## config.mk

```make
export PLATFORM = sky130hd
export DESIGN_NAME = mc_control_fsm_flat
export DESIGN_NICKNAME = d
export VERILOG_FILES = /design/src/rtl/mc_control_fsm_if.sv /design/src/rtl/mc_control_fsm.sv /design/src/flat_wrapper.sv
export SDC_FILE = /design/constraint.sdc
export NUM_CORES = 1
export LEC_CHECK = 0
export BUFFER_PORTS_ARGS = -buffer_cell sky130_fd_sc_hd__buf_4
export CAP_MARGIN = 15
export CELL_PAD_IN_SITES_DETAIL_PLACEMENT = 1
export CELL_PAD_IN_SITES_GLOBAL_PLACEMENT = 1
export CORE_MARGIN = 2
export CORE_UTILIZATION = 38
export DETAILED_ROUTE_END_ITERATION = 6
export HOLD_SLACK_MARGIN = 0.15
export PLACE_DENSITY_LB_ADDON = 0.3
export SYNTH_ARGS = -nofsm -noshare
export SYNTH_HDL_FRONTEND = slang
export SYNTH_SLANG_ARGS = --single-unit
```

## constraint.sdc

```tcl
create_clock -name clk -period 5.05 [get_ports clk]
set_clock_uncertainty 0.1 [all_clocks]
set_input_delay 0.2525 -clock clk [delete_from_list [all_inputs] [get_ports clk]]
set_output_delay 0.2525 -clock clk [all_outputs]
set_load 0.05 [all_outputs]
```

## src/rtl/mc_control_fsm_if.sv

```systemverilog
// rtl/mc_control_fsm_if.sv - control bus between the multicycle controller and its datapath
interface mc_control_fsm_if;
  // datapath -> controller
  logic [6:0] opcode;
  logic       alu_bcond;
  logic       ecall_halt;
  logic       mem_ready;
  // controller -> datapath
  logic       pc_write;
  logic       ir_write;
  logic       reg_write;
  logic       mem_read;
  logic       mem_write;
  logic       i_or_d;
  logic       mem_to_reg;
  logic       pc_to_reg;
  logic [1:0] alu_src_a;
  logic [1:0] alu_src_b;
  logic [1:0] alu_op_sel;
  logic [1:0] pc_source;
  logic       is_halted;
  logic       mem_timeout;
  logic       illegal_inst;
  logic [2:0] state;

  // controller side
  modport master (
    input  opcode, alu_bcond, ecall_halt, mem_ready,
    output pc_write, ir_write, reg_write, mem_read, mem_write, i_or_d,
           mem_to_reg, pc_to_reg, alu_src_a, alu_src_b, alu_op_sel, pc_source,
           is_halted, mem_timeout, illegal_inst, state
  );

  // datapath side
  modport slave (
    output opcode, alu_bcond, ecall_halt, mem_ready,
    input  pc_write, ir_write, reg_write, mem_read, mem_write, i_or_d,
           mem_to_reg, pc_to_reg, alu_src_a, alu_src_b, alu_op_sel, pc_source,
           is_halted, mem_timeout, illegal_inst, state
  );
endinterface

```

## src/rtl/mc_control_fsm.sv

```systemverilog
// rtl/mc_control_fsm.sv - multicycle RV32I control FSM with memory wait counter and watchdog
module mc_control_fsm #(
  parameter int MEM_LAT_FIXED = 0,
  parameter int TIMEOUT_W     = 8
) (
  input logic              clk,
  input logic              reset,
  mc_control_fsm_if.master bus
);

  localparam logic [6:0] OP_R     = 7'b0110011;
  localparam logic [6:0] OP_I     = 7'b0010011;
  localparam logic [6:0] OP_LOAD  = 7'b0000011;
  localparam logic [6:0] OP_STORE = 7'b0100011;
  localparam logic [6:0] OP_BR    = 7'b1100011;
  localparam logic [6:0] OP_JAL   = 7'b1101111;
  localparam logic [6:0] OP_JALR  = 7'b1100111;
  localparam logic [6:0] OP_LUI   = 7'b0110111;
  localparam logic [6:0] OP_AUIPC = 7'b0010111;
  localparam logic [6:0] OP_ECALL = 7'b1110011;

  // Counter must hold both the fixed-latency terminal value and the watchdog limit.
  localparam int LAT_W = (MEM_LAT_FIXED > 1) ? $clog2(MEM_LAT_FIXED) : 1;
  localparam int CNT_W = (TIMEOUT_W > LAT_W) ? TIMEOUT_W : LAT_W;
  localparam logic [CNT_W-1:0] LAT_LAST = (MEM_LAT_FIXED > 0) ? CNT_W'(MEM_LAT_FIXED - 1) : '0;
  // The counter holds cycles already waited, so the wait gives up after
  // 2^TIMEOUT_W-1 cycles, i.e. in the cycle where the count is one below that.
  localparam logic [CNT_W-1:0] WD_LAST = CNT_W'((1 << TIMEOUT_W) - 2);

  typedef enum logic [2:0] {
    S_IF   = 3'd0,
    S_ID   = 3'd1,
    S_EX   = 3'd2,
    S_MEM  = 3'd3,
    S_WB   = 3'd4,
    S_HALT = 3'd5,
    S_ERR  = 3'd6
  } state_e;

  state_e           state_q, state_d;
  logic [CNT_W-1:0] cnt_q, cnt_d;
  logic             ill_q, ill_d;
  logic             tmo_q, tmo_d;

  logic       mem_done, wd_hit, is_load;
  logic       pc_write_c, ir_write_c, reg_write_c, mem_read_c, mem_write_c;
  logic       i_or_d_c, mem_to_reg_c, pc_to_reg_c;
  logic [1:0] src_a_c, src_b_c, op_c, pc_src_c;

  assign mem_done = (MEM_LAT_FIXED == 0) ? bus.mem_ready : (cnt_q == LAT_LAST);
  assign wd_hit   = (MEM_LAT_FIXED == 0) && (cnt_q == WD_LAST);
  assign is_load  = (bus.opcode == OP_LOAD);

  // Next-state, counter, sticky-flag and control-output decode for the current state.
  always_comb begin
    state_d      = state_q;
    cnt_d        = '0;
    ill_d        = ill_q;
    tmo_d        = tmo_q;
    pc_write_c   = 1'b0;
    ir_write_c   = 1'b0;
    reg_write_c  = 1'b0;
    mem_read_c   = 1'b0;
    mem_write_c  = 1'b0;
    i_or_d_c     = 1'b0;
    mem_to_reg_c = 1'b0;
    pc_to_reg_c  = 1'b0;
    src_a_c      = 2'b00;
    src_b_c      = 2'b00;
    op_c         = 2'b00;
    pc_src_c     = 2'b00;
    case (state_q)
      S_IF: begin
        mem_read_c = 1'b1;
        if (mem_done) begin
          ir_write_c = 1'b1;
          state_d    = S_ID;
        end else if (wd_hit) begin
          tmo_d   = 1'b1;
          state_d = S_ERR;
        end else begin
          cnt_d = cnt_q + CNT_W'(1);
        end
      end
      S_ID: begin
        // ALUOut captures PC+imm for branches and JAL.
        src_b_c = 2'b01;
        case (bus.opcode)
          OP_ECALL: begin
            if (bus.ecall_halt) begin
              state_d = S_HALT;
            end else begin
              pc_write_c = 1'b1;
              state_d    = S_IF;
            end
          end
          OP_R, OP_I, OP_LOAD, OP_STORE, OP_BR, OP_JAL, OP_JALR, OP_LUI, OP_AUIPC:
            state_d = S_EX;
          default: begin
            ill_d   = 1'b1;
            state_d = S_ERR;
          end
        endcase
      end
      S_EX: begin
        case (bus.opcode)
          OP_R: begin
            src_a_c = 2'b01; op_c = 2'b10; state_d = S_WB;
          end
          OP_I: begin
            src_a_c = 2'b01; src_b_c = 2'b01; op_c = 2'b10; state_d = S_WB;
          end
          OP_LUI: begin
            src_a_c = 2'b10; src_b_c = 2'b01; state_d = S_WB;
          end
          OP_AUIPC: begin
            src_b_c = 2'b01; state_d = S_WB;
          end
          OP_LOAD, OP_STORE: begin
            src_a_c = 2'b01; src_b_c = 2'b01; state_d = S_MEM;
          end
          OP_BR: begin
            src_a_c    = 2'b01;
            op_c       = 2'b01;
            pc_write_c = 1'b1;
            pc_src_c   = bus.alu_bcond ? 2'b01 : 2'b00;
            state_d    = S_IF;
          end
          OP_JAL: begin
            reg_write_c = 1'b1; pc_to_reg_c = 1'b1;
            pc_write_c  = 1'b1; pc_src_c    = 2'b01;
            state_d     = S_IF;
          end
          OP_JALR: begin
            src_a_c     = 2'b01; src_b_c     = 2'b01;
            reg_write_c = 1'b1;  pc_to_reg_c = 1'b1;
            pc_write_c  = 1'b1;  pc_src_c    = 2'b10;
            state_d     = S_IF;
          end
          default: begin
            // Opcode changed after decode; nothing sensible to execute.
            ill_d   = 1'b1;
            state_d = S_ERR;
          end
        endcase
      end
      S_MEM: begin
        i_or_d_c    = 1'b1;
        mem_read_c  = is_load;
        mem_write_c = !is_load;
        if (mem_done) begin
          if (is_load) begin
            state_d = S_WB;
          end else begin
            pc_write_c = 1'b1;
            state_d    = S_IF;
          end
        end else if (wd_hit) begin
          tmo_d   = 1'b1;
          state_d = S_ERR;
        end else begin
          cnt_d = cnt_q + CNT_W'(1);
        end
      end
      S_WB: begin
        reg_write_c  = 1'b1;
        mem_to_reg_c = is_load;
        pc_write_c   = 1'b1;
        state_d      = S_IF;
      end
      S_HALT: state_d = S_HALT;
      default: state_d = S_ERR;
    endcase
  end

  // State, wait counter and sticky status flags.
  always_ff @(posedge clk) begin
    if (!reset) begin
      state_q <= S_IF;
      cnt_q   <= '0;
      ill_q   <= 1'b0;
      tmo_q   <= 1'b0;
    end else begin
      state_q <= state_d;
      cnt_q   <= cnt_d;
      ill_q   <= ill_d;
      tmo_q   <= tmo_d;
    end
  end

  // Write/access strobes are held off for as long as reset is asserted.
  assign bus.pc_write     = reset & pc_write_c;
  assign bus.ir_write     = reset & ir_write_c;
  assign bus.reg_write    = reset & reg_write_c;
  assign bus.mem_read     = reset & mem_read_c;
  assign bus.mem_write    = reset & mem_write_c;
  assign bus.i_or_d       = i_or_d_c;
  assign bus.mem_to_reg   = mem_to_reg_c;
  assign bus.pc_to_reg    = pc_to_reg_c;
  assign bus.alu_src_a    = src_a_c;
  assign bus.alu_src_b    = src_b_c;
  assign bus.alu_op_sel   = op_c;
  assign bus.pc_source    = pc_src_c;
  assign bus.is_halted    = (state_q == S_HALT) || (state_q == S_ERR);
  assign bus.mem_timeout  = tmo_q;
  assign bus.illegal_inst = ill_q;
  assign bus.state        = state_q;

endmodule

```

## src/flat_wrapper.sv

```systemverilog
// flat-port wrapper written by rule: the top's interface ports become plain ports
module mc_control_fsm_flat 
#(
  parameter int MEM_LAT_FIXED = 0,
  parameter int TIMEOUT_W     = 8
)
  (clk, reset, bus_opcode, bus_alu_bcond, bus_ecall_halt, bus_mem_ready, bus_pc_write, bus_ir_write, bus_reg_write, bus_mem_read, bus_mem_write, bus_i_or_d, bus_mem_to_reg, bus_pc_to_reg, bus_alu_src_a, bus_alu_src_b, bus_alu_op_sel, bus_pc_source, bus_is_halted, bus_mem_timeout, bus_illegal_inst, bus_state);
  mc_control_fsm_if bus_i ();
  input logic clk;
  input logic reset;
  input wire logic [$bits(bus_i.opcode)-1:0] bus_opcode;
  input wire logic [$bits(bus_i.alu_bcond)-1:0] bus_alu_bcond;
  input wire logic [$bits(bus_i.ecall_halt)-1:0] bus_ecall_halt;
  input wire logic [$bits(bus_i.mem_ready)-1:0] bus_mem_ready;
  output wire logic [$bits(bus_i.pc_write)-1:0] bus_pc_write;
  output wire logic [$bits(bus_i.ir_write)-1:0] bus_ir_write;
  output wire logic [$bits(bus_i.reg_write)-1:0] bus_reg_write;
  output wire logic [$bits(bus_i.mem_read)-1:0] bus_mem_read;
  output wire logic [$bits(bus_i.mem_write)-1:0] bus_mem_write;
  output wire logic [$bits(bus_i.i_or_d)-1:0] bus_i_or_d;
  output wire logic [$bits(bus_i.mem_to_reg)-1:0] bus_mem_to_reg;
  output wire logic [$bits(bus_i.pc_to_reg)-1:0] bus_pc_to_reg;
  output wire logic [$bits(bus_i.alu_src_a)-1:0] bus_alu_src_a;
  output wire logic [$bits(bus_i.alu_src_b)-1:0] bus_alu_src_b;
  output wire logic [$bits(bus_i.alu_op_sel)-1:0] bus_alu_op_sel;
  output wire logic [$bits(bus_i.pc_source)-1:0] bus_pc_source;
  output wire logic [$bits(bus_i.is_halted)-1:0] bus_is_halted;
  output wire logic [$bits(bus_i.mem_timeout)-1:0] bus_mem_timeout;
  output wire logic [$bits(bus_i.illegal_inst)-1:0] bus_illegal_inst;
  output wire logic [$bits(bus_i.state)-1:0] bus_state;
  assign bus_i.opcode = bus_opcode;
  assign bus_i.alu_bcond = bus_alu_bcond;
  assign bus_i.ecall_halt = bus_ecall_halt;
  assign bus_i.mem_ready = bus_mem_ready;
  assign bus_pc_write = bus_i.pc_write;
  assign bus_ir_write = bus_i.ir_write;
  assign bus_reg_write = bus_i.reg_write;
  assign bus_mem_read = bus_i.mem_read;
  assign bus_mem_write = bus_i.mem_write;
  assign bus_i_or_d = bus_i.i_or_d;
  assign bus_mem_to_reg = bus_i.mem_to_reg;
  assign bus_pc_to_reg = bus_i.pc_to_reg;
  assign bus_alu_src_a = bus_i.alu_src_a;
  assign bus_alu_src_b = bus_i.alu_src_b;
  assign bus_alu_op_sel = bus_i.alu_op_sel;
  assign bus_pc_source = bus_i.pc_source;
  assign bus_is_halted = bus_i.is_halted;
  assign bus_mem_timeout = bus_i.mem_timeout;
  assign bus_illegal_inst = bus_i.illegal_inst;
  assign bus_state = bus_i.state;
  mc_control_fsm #(.MEM_LAT_FIXED(MEM_LAT_FIXED), .TIMEOUT_W(TIMEOUT_W)) u_core (.clk(clk), .reset(reset), .bus(bus_i));
endmodule
```

==> results of run 1 <==
layer usage:
layer	track usage, %	vias to the layer above
met4	3.99	0
met3	1.13	2
met2	34.5	21
met5	0	-
met1	24.7	524
li1	-	568
metrics by stage:
stage               setup WS (ns)  power (mW)  instance area, µm²
floorplan                    2.01       0.312                1070
global placement             3.10       0.367                1300
detailed placement           2.96       0.372                1300
CTS                          2.66       0.437                1330
global route                 2.49       0.460                1330
finish                       2.68       0.433                1330
worst max path at each step:
stage,end,start,slack [ns]
5_1_grt,bus_alu_src_a[1],u_core.bus.state[1]$_SDFF_PN0_,2.49
3_3_place_gp,bus_alu_src_a[1],u_core.bus.state[1]$_SDFF_PN0_,3.10
2_1_floorplan,bus_pc_write,u_core.bus.state[0]$_SDFF_PN0_,2.01
6_report,bus_alu_src_a[1],u_core.bus.state[1]$_SDFF_PN0_,2.68
3_5_place_dp,bus_alu_src_a[1],u_core.bus.state[1]$_SDFF_PN0_,2.96
4_1_cts,bus_alu_src_a[1],u_core.bus.state[1]$_SDFF_PN0_,2.66
cell usage in the layout (no fill, tap or decap), types with 2 or more instances in the layout:
master	instances
nor2b_1	3
nand2_1	16
nor2_2	9
xor2_1	3
and2_1	2
buf_4	32
o21a_1	3
nand2b_1	3
nor3_2	2
nand3_1	7
xnor2_1	4
dfxtp_1	13
nor3_1	5
a41oi_1	3
nor4_1	2
clkbuf_4	3
inv_1	6
nor2_1	19
and3_1	4
o21ai_0	3
a21oi_1	8
o21ai_1	2
ha_1	2
repair_timing:
item	4_1_cts	5_1_grt
endpoints found under the hold margin	2	0
hold buffers	1	0
endpoints found under the setup margin	0	0
final cells by class:
type                    count  area share (%)
inverters                   7            1.97
flip-flops and latches     13            19.5
well taps                  31            2.91
clock buffers               4            1.97
repair buffers             33            18.8
multi-input cells         120            54.9
cells by family (layout without fill, tap and decap cells):
group | after synthesis | count (layout) | synth area share [%]
other | 1 | 1 | 0.351
and+or+nand+nor | 78 | 78 | 39.4
DFF | 13 | 13 | 24.4
xor gates and xnor gates | 7 | 7 | 5.74
muxes | 1 | 1 | 0.938
adders and majority gates | 2 | 2 | 2.34
AOI/OAI and AO/OA | 31 | 31 | 19.8
buffers and inverters | 14 | 44 | 7.03
flip-flops by register name (all words and copies together) (netlist names):
name / cells
u_core.cnt_q: 8
u_core.bus.state: 3
u_core.bus.illegal_inst: 1
u_core.bus.mem_timeout: 1
power groups by stage:
stage                     registers, mW  logic, mW  clock network (mW)
after floorplan                   0.163      0.148                   0
after CTS                         0.148      0.222              0.0672
after detailed placement          0.151      0.221                   0
after global routing              0.152      0.237              0.0711
final                             0.147      0.221              0.0652
after global placement            0.149      0.218                   0
worst min-delay path, cell delays in order:
cell and delay [ns]:
buf_4 0.14, nor3_2 0.07, a21oi_1 0.12, nor2_1 0.05
==> metrics list, run 1 <==
* Post-detailed-placement half-perimeter wirelength: 2.39 mm
- The core region is 2710 µm².
* Final Hold Slack: 0.300 ns
* Mapped Area: 1070 µm²
- Drt drc: 0
* RSZ-0062 raised after global routing: false
* Die ar.: 3250 µm²
* Chip height: 57.0 µm
- Sorting the synthesized cells by area gives the leading types as dfxtp_1 24%, nor2_1 6.7%, nand2_1 5.6%.
- In this run the number of cells on the critical path is 5.
* Proportion of power drawn by the clock network: 15.0%
* Total via count in the routed design: 1115
- Cell breakdown of the critical path: inv_1 -> nor3_2 -> nand2_1 -> nor3_1 -> buf_4
- R2R depth: 6
- The biggest area contributor in the post-synthesis netlist is dfxtp_1.
- Leading cell type by number of instances after synthesis: nor2_1
- For this design the ratio of total power to cell area is 325 nW/µm².
- Yosys Warn Count: 0
* Antenna violations before repair: 0
- CTS Root Cell: clkbuf_4
- The setup path with the least slack is of type reg -> out.
- In the final layout, flip-flops and latches occupy 260 µm².
- Skew-Pair Late Insertion Delay: 0.28 ns
- Most instantiated cells after synthesis: 19 x nor2_1, 16 x nand2_1, 13 x dfxtp_1, 9 x nor2_2, 8 x a21oi_1
- Clock tree from TritonCTS: yes
- For this design, the slowest cell found on the critical path is dfxtp_1.
- Final non-filler cell total: 208
- The worst hold path passes through 4 cells.
* Fraction of the core area covered by cells at the end of the flow: 49.2%
* Share of the cycle needed by the critical path after routing: 46.9%
- Fraction of power consumed by sequential logic: 34.0%
- Pin placement for this block handled 34 I/O pins.
* Worst R2R End: u_core.cnt_q[6]$_SDFF_PP0_
- Dividing the synthesized area by the synthesized cell count gives 7.26 µm².
* Top-area cell type share of the netlist area: 24.4%
- Total number of clock tree sinks: 13
- Largest stage delay on the critical path: 0.64 ns
* Wl on met1: 1.31 mm
- The number of hold violations in the final report was 0.
- The congestion estimate from routability-driven global placement came to 0.852.
* Number of global-route vias before repair: 1096
* TNS Setup: 0 ns
- Max-slew headroom at the worst pin: 63.0%
* Met2 Wirelength: 1.56 mm
- After the first detailed-routing iteration, the DRC count stood at 23.
* Kind of cell with the highest combined delay on the critical path: simple AND/OR/NAND/NOR gates
* Average detailed-routed wire length per instance: 14.3 µm
* Setup Fix Bufs, Post-CTS: 0
- Result of the run: finished, final reports clean
- The final number of max-transition violations came to 0.
- Max frequency: 422 MHz
* Sequential area share after synthesis: 24.4%
- Count of fill cells added during filler insertion: 374
- Worst path required time: 4.70 ns
* Top metal layer carrying routed signals: met4
- In this run, distinct cell masters in the synthesized netlist total 46.
* Net count reported at finish: 192
* H-Tree Level Count: 1
* Initial Util: 39.4%
- The floorplan has 19 rows.
- Of all flip-flops after synthesis, the portion carrying an async set or reset was 0%.
- Worst-case hold path end point: u_core.bus.mem_timeout$_SDFFE_PN0P_
* Cell internal pwr: 222 µW
- Min-Delay Startpoint: bus_mem_ready
- The number of gates resized after CTS was 0.
* Global-route wire length before repair: 5.07 mm
- Drt via density: 5.36
- Antenna Nets Post-Route: 0
* Number of enable-type register cells in the synthesized netlist: 0
* X dimension of the die: 57.0 µm
- Prevailing post-synth register cell: dfxtp_1
* CTS buffer count: 3
* Global router's overall resource usage: 19.0%
- TritonRoute pass-1 iters: 4
- In this run the worst hold path is classified as in -> reg.
- STA puts the critical path data arrival time at 2.02 ns.
- Critical path launch point type: register
* Bufs on Longest Clock Path: 2
- Max-capacitance violation count: 0
- For the pin with the worst max-slew slack, the measured transition is 0.554 ns.
* Leakage component of the power: 0.542 nW
- Number of diodes added for antenna fixing: 0
- Along the worst path, the maximum fanout reaches 16.
- Worst path buffer plus inverter count: 2
- Total congestion overflow after global routing: 0
* Flops & latches, synth: 13
- Number of buffers added on ports: 32
* Launch point of the worst reg-to-reg path: u_core.cnt_q[0]$_SDFF_PP0_
- In the final layout, the share of cells above drive strength 1 is 28.2%.
- The number of nets handed over by synthesis was 161.
* Crit path capture type: primary output
- Number of cells in the design after placement: 203
- After detailed routing, the met3 layer carries 85 µm of wire.
- Setup-failing EPs final: 0
- Post-Route WL: 2.98 mm
- Proportion of power drawn by combinational gates: 51.0%
- Switching Share: 48.8%
- Entering global routing, the biggest net connects 17 pins.
* Time the worst path needs with I/O delays and setup: 2.37 ns
* CTS clk-pin slew, worst paths: 0.08 ns
- In the synthesized netlist, the number of instances is 147.
- The worst register-to-register path has a setup slack of 3.12 ns.
- Footprint of the multi-input gates: 732 µm²
- The worst-case IR drop observed on VDD is 180 µV.
- For this design the total switching power over the nets is 212 µW.
* Growth of design area from synthesis to finish: 25.0%
No activity file was read; power rests on OpenSTA's default activity.
==> inputs of run 2 (changes only) <==
Settings changed: CORE_UTILIZATION 38 to 32.
Clock period 5.05 ns to 2.1 ns, I/O delays scaled along.
==> run 2 against run 1 <==
- first-iteration DRC count increased to 2.6 times the previous value
- design area increased by 7.0%
- global-route usage is 1.1 points lower
- highest routed layer unchanged
==> metrics list, run 2 (synthesized netlist as in run 1, its figures left out) <==
* Leakage component of the power: 0.564 nW (was 0.542 nW)
- Drt via density: 5.13 (was 5.36)
* Number of endpoints with negative hold slack in the final report: 0 (unchanged)
* Max-capacitance violation count: 0 (unchanged)
- Register name with the most flops: u_core.cnt_q (unchanged)
- Flip-flop count of the largest register, all copies and words added: 8 (unchanged)
- The start-to-end type of the worst setup path is reg -> out (unchanged).
- The smallest clock period supported by the final layout is computed as 1.95 ns.
- The share of total power in the clock network was 14.5% (was 15.0%).
- The pin count of the biggest net entering global routing was 17 (unchanged).
* Minimum setup slack among reg-to-reg paths: 0.16 ns (was 3.12 ns)
- Ratio of total power to cell area: 759 nW/µm² (was 325 nW/µm²)
- The initial core utilization was 34.4% (was 39.4%).
- Signal arrival time at the worst endpoint: 1.74 ns (was 2.02 ns)
- The average wire length per cell after detail routing came to 13.8 µm (was 14.3 µm).
- Clock tree from TritonCTS: yes (unchanged)
* Skew-Pair Late Insertion Delay: 0.28 ns (about the same)
* Total net switching power: 533 µW (was 212 µW)
* Post-detailed-placement half-perimeter wirelength: 2.50 mm (was 2.39 mm)
- Hold Path Stages: 5 (was 4)
- Worst slack, placed: 0.179 ns (was 2.96 ns)
* Cell internal pwr: 550 µW (was 222 µW)
- R2R depth: 6 (unchanged)
* Setup Fix Bufs, Post-CTS: 0 (unchanged)
- The count of antenna-violating nets left after detailed routing came to 0 (unchanged).
* Most common cell after layout, fill and taps aside: buf_4 (unchanged)
- Global router's overall resource usage: 17.9% (was 19.0%)
- The clock-pin slew on the worst setup and hold paths was 0.08 ns (about the same).
- The overall die width was 61.8 µm (was 57.0 µm).
* Number of diodes added for antenna fixing: 0 (unchanged)
* RSZ-0062 raised after global routing: false (unchanged)
- The number of design-rule violations left by the first detailed-router iteration was 59 (was 23).
- The die boundary height was 61.8 µm (was 57.0 µm).
- The critical register-to-register path startpoint was u_core.cnt_q[0]$_SDFF_PP0_ (unchanged).
* Global-route wire length before repair: 5.11 mm (was 5.07 mm)
- Share of the cycle needed by the critical path after routing: 92.6%
- Net count reported at finish: 196 (was 192)
* Drt drc: 0 (unchanged)
* Share of cells above drive strength 1: 35.9% (was 28.2%)
- The biggest fanout along the worst timing path came to 10 (was 16).
- Area of the core: 3100 µm² (was 2710 µm²)
* Worst-case hold path end point: u_core.bus.state[1]$_SDFF_PN0_ (was u_core.bus.mem_timeout$_SDFFE_PN0P_)
* Switching Share: 49.2% (was 48.8%)
- Critical path launch point type: register (unchanged)
- The global route total overflow came to 0 (unchanged).
* Top-level port count: 34 (unchanged)
* TNS Setup: 0 ns (unchanged)
- H-Tree Level Count: 1 (unchanged)
* Crit path capture type: primary output (unchanged)
* Max frequency: 514 MHz
- PnR worst setup slack: 0.155 ns (was 2.68 ns)
- The number of buffers on the longest clock path is 2 (unchanged).
- Routability Congestion: 0.787 (was 0.852)
* Class of the tightest hold or removal check: in -> reg (unchanged)
- The number of antenna violations at the first check in global routing is 0 (unchanged).
- The overall power consumption is 1.08 mW (was 433 µW).
- The origin of the worst min-delay path was bus_opcode[4] (was bus_mem_ready).
- Die ar.: 3810 µm² (was 3250 µm²)
- Result of the run: finished, final reports clean (unchanged)
- The combinational fraction of design power is 52.9% (was 51.0%).
- Total number of clock tree sinks: 13 (unchanged)
- Growth of design area from synthesis to finish: 33.8% (was 25.0%)
- Highest-count cells in the layout ignoring fill and taps: 34 x buf_4, 16 x nor2_1, 15 x nand2_1, 11 x nor2_2, 11 x dfxtp_1 (was 32 x buf_4, 19 x nor2_1, 16 x nand2_1, 13 x dfxtp_1, 9 x nor2_2).
* Row cnt: 20 (was 19)
* Fraction of power consumed by sequential logic: 32.7% (was 34.0%)
- The final number of max-transition violations is 0 (unchanged).
- The data required time of the critical path came to 1.89 ns (was 4.70 ns).
- The overall via count from detail_route is 1154 (was 1115).
- The source of the critical timing path was u_core.bus.state[0]$_SDFF_PN0_ (was u_core.bus.state[1]$_SDFF_PN0_).
* Post-Route WL: 3.11 mm (was 2.98 mm)
- The total iterations of the first detailed-routing run came to 4 (unchanged).
* Setup-failing EPs final: 0 (unchanged)
* Number of buffers added on ports: 32 (unchanged)
- Count of fill cells added during filler insertion: 423 (was 374)
- The via count of the first global-routing pass is 1128 (was 1096).
- The reg-to-reg critical path endpoint was u_core.cnt_q[7]$_SDFF_PP0_ (was u_core.cnt_q[6]$_SDFF_PP0_).
* CTS buffer count: 3 (unchanged)
- The root buffer selected by CTS is clkbuf_4 (unchanged).
- Maximum vdd ir drop: 229 µV (was 180 µV)
==> run 2: cell types whose count changed in the layout (fill, tap and decap cells not counted), moves of 2 or more <==
cell	delta
nor2_1	-3
nor3_1	-3
nor3_2	+3
a21oi_1	-2
a21oi_2	+2
buf_4	+2
dfxtp_1	-2
dfxtp_2	+2
dlygate4sd3_1	+2
nor2_2	+2
==> run 2: power by group through the flow <==
stage                     Sequential (mW)  Clock [mW]  Combinational, mW
after floorplan                     0.395           0              0.365
after global routing                0.360       0.176              0.619
final                               0.354       0.157              0.573
after global placement              0.350           0              0.563
after detailed placement            0.355           0              0.570
after CTS                           0.351       0.166              0.577
==> run 2: stage by stage <==
| step | instances | area [µm²] | utilization [%] | hold WS (ns) |
|---|---|---|---|---|
| after floorplan | 147 | 1100 | - | 0.123 |
| after global placement | 218 | 1370 | 44.0 | 0.271 |
| after detailed placement | 218 | 1370 | 44.0 | 0.272 |
| after CTS | 225 | 1420 | 45.9 | 0.221 |
| after global routing | 225 | 1430 | 46.0 | 0.253 |
| final | 225 | 1430 | 46.0 | 0.229 |
==> run 2: routing by layer <==
metal  routed length, µm  track usage [%]
met5                   0                0
met4                  14             8.21
met3                  91             2.07
met2                1590             30.4
met1                1410             22.6
==> run 2: layout make-up <==
class,instances,area [µm²],area share [%]
Multi-Input combinational cell,120,771,54.0
Tap cell,44,55.1,3.86
Sequential cell,13,263,18.4
Timing Repair Buffer,37,285,20.0
Clock buffer,3,22.5,1.58
Inverter,7,26.3,1.84
Clock inverter,1,5.00,0.351
==> run 2: worst max path at each step <==
stage | endpoint | cells past startpoint
after floorplan | bus_alu_src_a[0] | 4
after global placement | u_core.cnt_q[3]$_SDFF_PP0_ | 6
after detailed placement | u_core.cnt_q[7]$_SDFF_PP0_ | 6
after CTS | bus_pc_write | 6
after global routing | bus_pc_write | 7
final | bus_pc_write | 7
==> run 2: repair_timing <==
| item | 4_1_cts | 5_1_grt |
|---|---|---|
| pin swaps | 0 | 0 |
| gates resized for setup | 1 | 2 |
| hold buffers | 3 | 0 |
| setup endpoints to repair | 5 | 4 |
| endpoints found under the hold margin | 5 | 0 |
==> run 2: critical path: stages, from the launching register on <==
cell	delay [ns]
dfxtp_1	0.56
buf_4	0.21
nand2_1	0.10
nor2_4	0.11
nand3_1	0.08
o221a_1	0.13
nor2_2	0.08
buf_4	0.20
